===== src/rtl/mpy16_pkg.sv =====
// rtl/mpy16_pkg.sv - shared types and phase constants for the sequential 16x16 multiplier.
package mpy16_pkg;

  typedef enum logic [1:0] {
    IDLE = 2'd0,
    MUL  = 2'd1,
    DONE = 2'd2
  } state_t;

  localparam logic [1:0] PH_LL = 2'd0;
  localparam logic [1:0] PH_LH = 2'd1;
  localparam logic [1:0] PH_HL = 2'd2;
  localparam logic [1:0] PH_HH = 2'd3;

  // Left shift applied to each byte-pair partial before accumulation.
  function automatic logic [4:0] phase_shift(input logic [1:0] ph);
    case (ph)
      PH_LL:   return 5'd0;
      PH_LH:   return 5'd8;
      PH_HL:   return 5'd8;
      default: return 5'd16;
    endcase
  endfunction

endpackage


===== src/rtl/mpy16_seq_if.sv =====
// rtl/mpy16_seq_if.sv - operand/product handshake bundle for mpy16_seq.
interface mpy16_seq_if;
  logic        in_valid;
  logic        in_ready;
  logic [15:0] a;
  logic [15:0] b;
  logic        a_signed;
  logic        b_signed;
  logic        out_valid;
  logic        out_ready;
  logic [31:0] product;

  modport master (
    output in_valid, a, b, a_signed, b_signed, out_ready,
    input  in_ready, out_valid, product
  );

  modport slave (
    input  in_valid, a, b, a_signed, b_signed, out_ready,
    output in_ready, out_valid, product
  );
endinterface


===== src/rtl/mpy16_phase_sel.sv =====
// rtl/mpy16_phase_sel.sv - picks the byte pair, sign flags and shift for each multiply phase.
module mpy16_phase_sel
  import mpy16_pkg::*;
(
  input  logic [1:0]  phase,
  input  logic [15:0] a,
  input  logic [15:0] b,
  input  logic        a_signed,
  input  logic        b_signed,
  output logic [7:0]  mpd,
  output logic [7:0]  mpr,
  output logic        signed_mpd,
  output logic        signed_mpr,
  output logic [4:0]  shift
);

  always_comb begin
    mpd        = a[7:0];
    mpr        = b[7:0];
    signed_mpd = 1'b0;
    signed_mpr = 1'b0;
    case (phase)
      PH_LL: ;
      PH_LH: begin
        mpr        = b[15:8];
        signed_mpr = b_signed;
      end
      PH_HL: begin
        mpd        = a[15:8];
        signed_mpd = a_signed;
      end
      default: begin
        mpd        = a[15:8];
        mpr        = b[15:8];
        signed_mpd = a_signed;
        signed_mpr = b_signed;
      end
    endcase
    shift = phase_shift(phase);
  end

endmodule


===== src/rtl/mpy8x8.sv =====
// rtl/mpy8x8.sv - combinational 8x8 multiplier leaving its result as a carry-save pair.
module mpy8x8 (
  input  logic [7:0]  mpd,
  input  logic [7:0]  mpr,
  input  logic        signed_mpd,
  input  logic        signed_mpr,
  output logic [15:0] csa_a,
  output logic [15:0] csa_b
);

  logic [15:0] mpd_ext;
  logic [15:0] row;
  logic [15:0] s;
  logic [15:0] c;
  logic [15:0] ns;
  logic [15:0] nc;

  assign mpd_ext = {{8{signed_mpd & mpd[7]}}, mpd};

  always_comb begin
    s = '0;
    c = '0;
    row = '0;
    ns = '0;
    nc = '0;
    for (int i = 0; i < 8; i++) begin
      row = mpr[i] ? (mpd_ext << i) : 16'd0;
      // A signed multiplier's top bit carries negative weight: add ~row here, +1 below.
      if (i == 7 && signed_mpr) row = ~row;
      ns = s ^ c ^ row;
      nc = ((s & c) | (s & row) | (c & row)) << 1;
      s  = ns;
      c  = nc;
    end
    csa_a = s;
    csa_b = c | {15'd0, signed_mpr};
  end

endmodule


===== src/rtl/mpy16_seq.sv =====
// rtl/mpy16_seq.sv - 16x16 multiplier stepping four byte-pair products through one mpy8x8.
// Build option MPY16_ZERO_SKIP_EN: a zero operand bypasses MUL and completes in one cycle.
module mpy16_seq
  import mpy16_pkg::*;
#(
  parameter int ACC_W = 32
) (
  input logic        clk,
  input logic        rst_n,
  mpy16_seq_if.slave bus
);

  state_t            state;
  state_t            state_nx;
  logic [1:0]        phase;
  logic [15:0]       a_q;
  logic [15:0]       b_q;
  logic              a_signed_q;
  logic              b_signed_q;
  logic [ACC_W-1:0]  acc;
  logic [ACC_W-1:0]  product_q;
  logic              in_ready;
  logic              out_valid;
  logic              accept;
  logic              zero_op;

  logic [7:0]        mpd;
  logic [7:0]        mpr;
  logic              signed_mpd;
  logic              signed_mpr;
  logic [4:0]        shift;
  logic [15:0]       csa_a;
  logic [15:0]       csa_b;
  logic [15:0]       p16;
  logic [ACC_W-1:0]  ext;
  logic [ACC_W-1:0]  acc_sum;

  mpy16_phase_sel u_phase_sel (
    .phase      (phase),
    .a          (a_q),
    .b          (b_q),
    .a_signed   (a_signed_q),
    .b_signed   (b_signed_q),
    .mpd        (mpd),
    .mpr        (mpr),
    .signed_mpd (signed_mpd),
    .signed_mpr (signed_mpr),
    .shift      (shift)
  );

  mpy8x8 u_mpy8x8 (
    .mpd        (mpd),
    .mpr        (mpr),
    .signed_mpd (signed_mpd),
    .signed_mpr (signed_mpr),
    .csa_a      (csa_a),
    .csa_b      (csa_b)
  );

  assign p16     = csa_a + csa_b;
  assign ext     = (signed_mpd | signed_mpr) ? {{(ACC_W-16){p16[15]}}, p16}
                                             : {{(ACC_W-16){1'b0}}, p16};
  assign acc_sum = acc + (ext << shift);

  assign accept  = bus.in_valid & in_ready;
`ifdef MPY16_ZERO_SKIP_EN
  assign zero_op = (bus.a == 16'd0) | (bus.b == 16'd0);
`else
  assign zero_op = 1'b0;
`endif

  always_ff @(posedge clk or negedge rst_n) begin
    if (!rst_n) state <= IDLE;
    else        state <= state_nx;
  end

  always_comb begin
    state_nx  = state;
    in_ready  = 1'b0;
    out_valid = 1'b0;
    case (state)
      IDLE: begin
        in_ready = 1'b1;
        if (bus.in_valid) state_nx = zero_op ? DONE : MUL;
      end
      MUL: begin
        if (phase == PH_HH) state_nx = DONE;
      end
      DONE: begin
        out_valid = 1'b1;
        if (bus.out_ready) state_nx = IDLE;
      end
      default: state_nx = IDLE;
    endcase
  end

  always_ff @(posedge clk or negedge rst_n) begin
    if (!rst_n) begin
      phase      <= PH_LL;
      a_q        <= '0;
      b_q        <= '0;
      a_signed_q <= 1'b0;
      b_signed_q <= 1'b0;
      acc        <= '0;
      product_q  <= '0;
    end else begin
      if (accept) begin
        a_q        <= bus.a;
        b_q        <= bus.b;
        a_signed_q <= bus.a_signed;
        b_signed_q <= bus.b_signed;
        acc        <= '0;
        phase      <= PH_LL;
        if (zero_op) product_q <= '0;
      end else if (state == MUL) begin
        acc   <= acc_sum;
        phase <= phase + 2'd1;
        if (phase == PH_HH) product_q <= acc_sum;
      end
    end
  end

  assign bus.in_ready  = in_ready;
  assign bus.out_valid = out_valid;
  assign bus.product   = product_q[31:0];

endmodule


===== src/flat_wrapper.sv =====
// flat-port wrapper written by rule: the top's interface ports become plain ports
module mpy16_seq_flat import mpy16_pkg::*;
#(
  parameter int ACC_W = 32
)
  (clk, rst_n, bus_in_valid, bus_a, bus_b, bus_a_signed, bus_b_signed, bus_out_ready, bus_in_ready, bus_out_valid, bus_product);
  mpy16_seq_if bus_i ();
  input logic clk;
  input logic rst_n;
  input wire logic [$bits(bus_i.in_valid)-1:0] bus_in_valid;
  input wire logic [$bits(bus_i.a)-1:0] bus_a;
  input wire logic [$bits(bus_i.b)-1:0] bus_b;
  input wire logic [$bits(bus_i.a_signed)-1:0] bus_a_signed;
  input wire logic [$bits(bus_i.b_signed)-1:0] bus_b_signed;
  input wire logic [$bits(bus_i.out_ready)-1:0] bus_out_ready;
  output wire logic [$bits(bus_i.in_ready)-1:0] bus_in_ready;
  output wire logic [$bits(bus_i.out_valid)-1:0] bus_out_valid;
  output wire logic [$bits(bus_i.product)-1:0] bus_product;
  assign bus_i.in_valid = bus_in_valid;
  assign bus_i.a = bus_a;
  assign bus_i.b = bus_b;
  assign bus_i.a_signed = bus_a_signed;
  assign bus_i.b_signed = bus_b_signed;
  assign bus_i.out_ready = bus_out_ready;
  assign bus_in_ready = bus_i.in_ready;
  assign bus_out_valid = bus_i.out_valid;
  assign bus_product = bus_i.product;
  mpy16_seq #(.ACC_W(ACC_W)) u_core (.clk(clk), .rst_n(rst_n), .bus(bus_i));
endmodule

===== config.mk =====
export PLATFORM = sky130hd
export DESIGN_NAME = mpy16_seq_flat
export DESIGN_NICKNAME = d
export VERILOG_FILES = /design/src/rtl/mpy16_pkg.sv /design/src/rtl/mpy16_seq_if.sv /design/src/rtl/mpy16_phase_sel.sv /design/src/rtl/mpy8x8.sv /design/src/rtl/mpy16_seq.sv /design/src/flat_wrapper.sv
export SDC_FILE = /design/constraint.sdc
export NUM_CORES = 1
export LEC_CHECK = 0
export CORE_MARGIN = 4
export CORE_UTILIZATION = 55
export CTS_CLUSTER_SIZE = 30
export DETAILED_ROUTE_END_ITERATION = 10
export PLACE_DENSITY = 0.82
export SYNTH_ARGS = -nofsm -noshare
export SYNTH_HDL_FRONTEND = slang
export SYNTH_HIERARCHICAL = 1
export SYNTH_SLANG_ARGS = --single-unit

===== constraint.sdc =====
create_clock -name clk -period 12.7 [get_ports clk]
set_input_delay 2.54 -clock clk [delete_from_list [all_inputs] [get_ports clk]]
set_output_delay 2.54 -clock clk [all_outputs]
set_load 0.01 [all_outputs]

### Yosys cells after proc, flatten, opt, wreduce, memory -nomap -nowiden

Cells that the tools add are included.

| word-level totals | value |
|---|---|
| bits in registers | 102 |
| latch bits | 0 |
| RAM bits | 0 |
| ROM bits | 0 |
| output and inout bits | 34 |
| memories | 0 |

| operators by class | value |
|---|---|
| $add $sub $neg | 3 |
| multipliers | 0 |
| divide/modulo/power cells | 0 |
| magnitude comparators | 0 |
| eq/ne operators | 8 |
| shift operators | 1 |
| muxes and demuxes | 25 |
| bitwise gates (word level) | 50 |
| reductions and logical operators | 8 |

Operator list:

| operator | number |
|---|---|
| 15-bit bitwise AND | 19 |
| 16-bit XOR | 13 |
| 15-bit OR | 12 |
| 16-bit 2-to-1 mux | 9 |
| 32-bit 2-to-1 mux | 3 |
| 32-bit adder | 1 |
| 32-bit by 5-bit left shift with 32-bit output | 1 |
| 16-bit adder | 1 |
| 8-bit 2-to-1 mux | 2 |
| 16-bit inverter | 1 |
| 16-bit by 1-bit OR with 16-bit output | 1 |
| 2-bit 2-to-1 mux | 5 |
| 5-bit one-hot mux with 2 select lines | 1 |
| 2-bit equality test (second input constant) | 3 |
| 2-bit one-hot mux with 3 select lines | 1 |
| 3-bit AND reduction | 2 |
| 2-bit OR reduction | 3 |
| 2-bit by 1-bit equality test with 1-bit output (second input constant) | 2 |
| 2-bit logical NOT | 2 |
| 1-bit 2-to-1 mux | 4 |
| 2-bit != test (second input constant) | 2 |
| 2-bit by 1-bit adder with 2-bit output (second input constant) | 1 |
| 1-bit bitwise AND | 2 |
| 2-bit by 1-bit != test with 1-bit output (second input constant) | 1 |
| 3 further kinds | 3 |

### Longest topological paths before layout

| depth | value |
|---|---|
| word-level depth | 31 |
| depth in mapped cells | 38 |

### Modules after synthesis

The synthesis kept the hierarchy.

By module, submodules not included:

| module | instances | cells an instance | area an instance (µm²) |
|---|---|---|---|
| mpy16_seq | 1 | 920 | 7598.5 |
| mpy8x8 | 1 | 203 | 1896.8 |
| mpy16_phase_sel | 1 | 30 | 300.3 |

### Worst setup path before layout

OpenSTA, ideal clock, no wires.

| path | value |
|---|---|
| path kind | register to register |
| start point | register u_core.phase[1] |
| end point | register u_core.acc[31] |
| arrival | 9.470 ns |
| required time | 12.574 ns |
| path slack | 3.104 ns |
| cell stages (with the launch flop) | 37 |
| buffers on the path | 2 |
| cells stage by stage | dfrtp_1 inv_1 ha_1 nor2_4 mux2_2 clkbuf_1 and2_1 ha_1 fa_1 inv_1 fa_1 fa_1 fa_1 fa_1 inv_1 fa_1 ha_1 clkbuf_1 a21o_1 a21oi_1 o221ai_1 a41oi_1 nand2_1 mux4_2 a21oi_1 mux2i_1 and2_1 ha_1 o211ai_1 or4b_1 a31o_2 a41oi_1 a31oi_1 a311oi_4 nand3_2 and2_0 a221o_1 |

RTL lines:

| item | RTL line | text |
|---|---|---|
| start, declared | mpy16_seq.sv:15 | `logic [1:0] phase;` |
| start signal, assigned | mpy16_seq.sv:117 | `phase <= phase + 2'd1;` |
| 2-bit equality test / 2-bit logical NOT (equally long branches) | mpy16_phase_sel.sv:22 | `case (phase)` |
| 2-bit OR reduction (no line) * | -- |  |
| 8-bit 2-to-1 mux * | mpy16_phase_sel.sv:22 |  |
| named net u_core.mpr[1] | mpy16_seq.sv:28 | `logic [7:0] mpr;` |
| 16-bit 2-to-1 mux * | mpy8x8.sv:27 | `row = mpr[i] ? (mpd_ext << i) : 16'd0;` |
| 16-bit XOR / 15-bit bitwise AND (equally long branches) | mpy8x8.sv:30, mpy8x8.sv:31 |  |
| 15-bit bitwise AND | mpy8x8.sv:31 | `nc = ((s & c) \| (s & row) \| (c & row)) << 1;` |
| 15-bit OR (2 in series) | mpy8x8.sv:31 |  |
| [... 12 more ...] | -- |  |
| 16-bit XOR * (2 in series) | mpy8x8.sv:30 | `ns = s ^ c ^ row;` |
| named net u_core.csa_a[9] | mpy16_seq.sv:32 | `logic [15:0] csa_a;` |
| 16-bit adder * | mpy16_seq.sv:60 | `assign p16 = csa_a + csa_b;` |
| 32-bit 2-to-1 mux * | mpy16_seq.sv:61 | `assign ext = (signed_mpd \| signed_mpr) ? {{(ACC_W-16){p16[15]}}, p16}` |
| 32-bit by 5-bit left shift with 32-bit output * | mpy16_seq.sv:63 | `assign acc_sum = acc + (ext << shift);` |
| 32-bit adder * | mpy16_seq.sv:63 |  |
| 32-bit 2-to-1 mux * | mpy16_seq.sv:115 | `end else if (state == MUL) begin` |
| 32-bit 2-to-1 mux * | mpy16_seq.sv:107 | `if (accept) begin` |
| end signal, assigned | mpy16_seq.sv:116 | `acc <= acc_sum;` |
| end, declared | mpy16_seq.sv:20 | `logic [ACC_W-1:0] acc;` |

The timed path passes the listed nets; every way through them passes the cells marked *. The select of a mux whose other input is x is not followed.
A chain may end at the register's enable or synchronous reset.

### Worst setup path in the final report

Ends and elaborated chain as after synthesis.

==> flow_summary.yaml <==
synth:
  synth.most_common_cell: "nand2_1"
  ys_seq_elements: 102
  yosysTopAreaCellShare_pct: 26.1
  yosys-top-cells-count: "227 x nand2_1, 102 x dfrtp_1, 101 x o21ai_0, 66 x ha_1, 62 x inv_1"
  synthArstFlopShare_pct: 100
  syn_area_um2: 9800
  yosysSeqAreaShare_pct: 26.1
  synth_edf_count: 0
  synth_largest_area_cell: "dfrtp_1"
  yosysUniqueCellTypes: 81
  synth_warnings: 6
  synth_ff_type: "dfrtp_1"
  syn_avg_cell_area_um2: 8.50
  ys_top_cells_by_area: "dfrtp_1 26%, fa_1 11%, nand2_1 8.7%, ha_1 8.4%, o21ai_0 5.2%"
  netlist_instances: 1153
timing:
  layout_min_cycle_time_ns: 10.58
  drv_slew: 0
  rsz0062_at_grt: "false"
  fin_worst_skew_ns: 0.0170
  timing.fmax_mhz: 94.5
  finalCritPeriodShare_pct: 83.3
  hold_violations: 0
  maxSlewHeadroom_pct: 23.1
  setup_viol_count_final: 0
  setup-tns-final_ns: 0
  max_slew.worst_pin.slew_ns: 1.15
clock_tree:
  h-tree-depth: 3
  cts_buffers: 9
  cts_tree: "done"
  clk_latency_ns: 0.35
  cts.clk_slew.worst_paths_ns: 0.08
  clock-root-buffer: "clkbuf_16"
  cts_buffer_depth: 2
  cts_hold_buf: 0
  cts_resized: 0
  cts_setup_buffers: 0
  cts_num_sinks: 102
worst_setup_path:
  path_max_fanout: 13
  crit_path_start_kind: "flip-flop"
  critPathLaunch: "u_core/phase[1]"
  r2r_end: "u_core/acc[31]"
  r2r_setup_slack_ns: 2.12
  crit_top_cell: "fa_1"
  worstSetupEndpointType: "flip-flop"
  critPathMaxStageDelay_ns: 0.52
  slowest_stage: "or4b_1"
  rr_worst_depth: 34
  crit_path_end: "u_core/acc[31]"
  r2r-start: "u_core/phase[1]"
  required_ns: 12.94
  path_class: "flip-flop to flip-flop"
  crit_arrival_ns: 10.82
placed_design:
  port_buffers: 71
  post-place-cells: 1394
  place_hpwl_um: 18000
  routabilityCongestion: 0.926
floorplanning:
  initial_core_util_pct: 56.4
  rows: 48
  core_um2: 17400
  die_height_um: 141
  io_pins: 72
  die_area_um2: 20000
  die_x_um: 141
hold_path:
  hold_class: "flip-flop to flip-flop"
flow_run:
  cap_violations: 0
detailed_routing:
  drt-total-wl_um: 23700
  wl_per_cell_um: 16.8
  drt_iter0_drc: 668
  vias: 8480
  firstDrtPassIters: 5
  drtAntennaViolNets: 0
  vias_per_cell: 6.01
  drc_errors: 0
final_layout:
  drive_gt1_share_pct: 6.16
  finalNetCount: 1338
  antenna_cells: 0
  area_delta_synth_final_pct: 10.6
  final_cells: 1410
global_routing:
  grt_start_max_net_pins: 80
  gr-total-overflow: 0
  antenna_found_initial: 0
  grt_util_all_layers_pct: 23.4
  grt_pass1_vias: 8212
  grt_pass1_wl_um: 39400
outcome:
  status: "finished, final reports clean"
placed cells by master, fill, tap and decap left out, types with 6 or more instances in the layout:
cell type / n
clkdlybuf4s50_1: 70
xnor2_1: 25
mux2i_1: 15
nand2_1: 225
inv_1: 62
mux4_2: 6
clkbuf_16: 9
o21ai_0: 101
fa_1: 54
nor2_1: 55
a21oi_1: 52
nand3_1: 48
ha_1: 66
nand4_1: 10
nor3_1: 8
a31oi_1: 11
o21a_1: 7
dfrtp_1: 102
and2_1: 28
a211oi_1: 10
and3_1: 16
o211ai_1: 6
mux2_2: 25
a21o_1: 26
nand2b_1: 13
xor2_1: 24
layer usage:
| layer | part of all wire [%] | routed length (um) | vias up | GRT usage (%) |
|---|---|---|---|---|
| li1 | - | - | 4042 | - |
| met4 | 2.3 | 553 | 0 | 6.77 |
| met1 | 44 | 10400 | 4112 | 31.1 |
| met5 | 0 | 0 | - | 0 |
| met3 | 4.5 | 1070 | 53 | 3.00 |
| met2 | 49 | 11700 | 273 | 40.5 |
cell type report:
type	instances	area [um2]
Fill cell	1465	6520
Sequential cell	102	2550
Clock inverter	7	86.3
Timing Repair Buffer	75	738
Clock buffer	9	225
Multi-Input combinational cell	928	6710
Tap cell	225	282
Inverter	64	240
worst min-delay path by stage:
stage / end / cells after the start / slack, ns / start
final: u_core/bus.product[12] / 2 / 0.48 / u_core/bus.product[12]
after global routing: u_core/a_q[5] / 2 / 0.51 / u_core/a_q[5]
after CTS: u_core/b_q[13] / 2 / 0.48 / u_core/b_q[13]
after detailed placement: u_core/a_q[10] / 2 / 0.46 / u_core/a_q[10]
after global placement: u_core/b_q[13] / 2 / 0.45 / u_core/b_q[13]
after floorplan: u_core/b_signed_q / 2 / 0.44 / u_core/b_signed_q
state kept, by name (all words and copies together) (netlist names):
| name | flops |
|---|---|
| u_core/a_q | 16 |
| u_core/b_q | 16 |
| u_core/a_signed_q | 1 |
| u_core/bus.product | 32 |
| u_core/b_signed_q | 1 |
| u_core/phase | 2 |
| u_core/state | 2 |
| u_core/acc | 32 |
logic make-up after synthesis:
logic type / after synthesis / share of synthesized area (%)
AND/OR/NAND/NOR: 434 / 20.1
AO/OA/AOI/OAI: 272 / 17.7
buffers and inverters: 125 / 5.56
adder cells (fa/ha/maj): 120 / 19.5
flip-flops: 102 / 26.1
XOR/XNOR: 52 / 5.01
multiplexers: 47 / 6.05
other: 1 / 0.0383
critical path: cells and delay by family (launching register included):
| kind | cells | cell delay [ns] |
|---|---|---|
| adders and majority gates | 10 | 4.08 |
| AOI/OAI and AO/OA | 11 | 2.91 |
| and+or+nand+nor | 7 | 1.59 |
| muxes | 3 | 1.15 |
| DFF | 1 | 0.50 |
| buffers and inverters | 3 | 0.22 |
metrics by stage:
stage / setup slack [ns] / utilization [%] / hold WS [ns] / area (um2)
2_1_floorplan: 3.10 / - / 0.437 / 9800
3_5_place_dp: 2.26 / 60.6 / 0.462 / 10500
3_3_place_gp: 2.41 / 60.6 / 0.455 / 10500
5_1_grt: 1.64 / 62.4 / 0.505 / 10800
6_report: 2.12 / 62.4 / 0.476 / 10800
4_1_cts: 2.25 / 62.4 / 0.484 / 10800
Power is left out: the tool's default activity adds up to more than one toggle a clock period on the data nets, which glitch-free logic cannot reach.
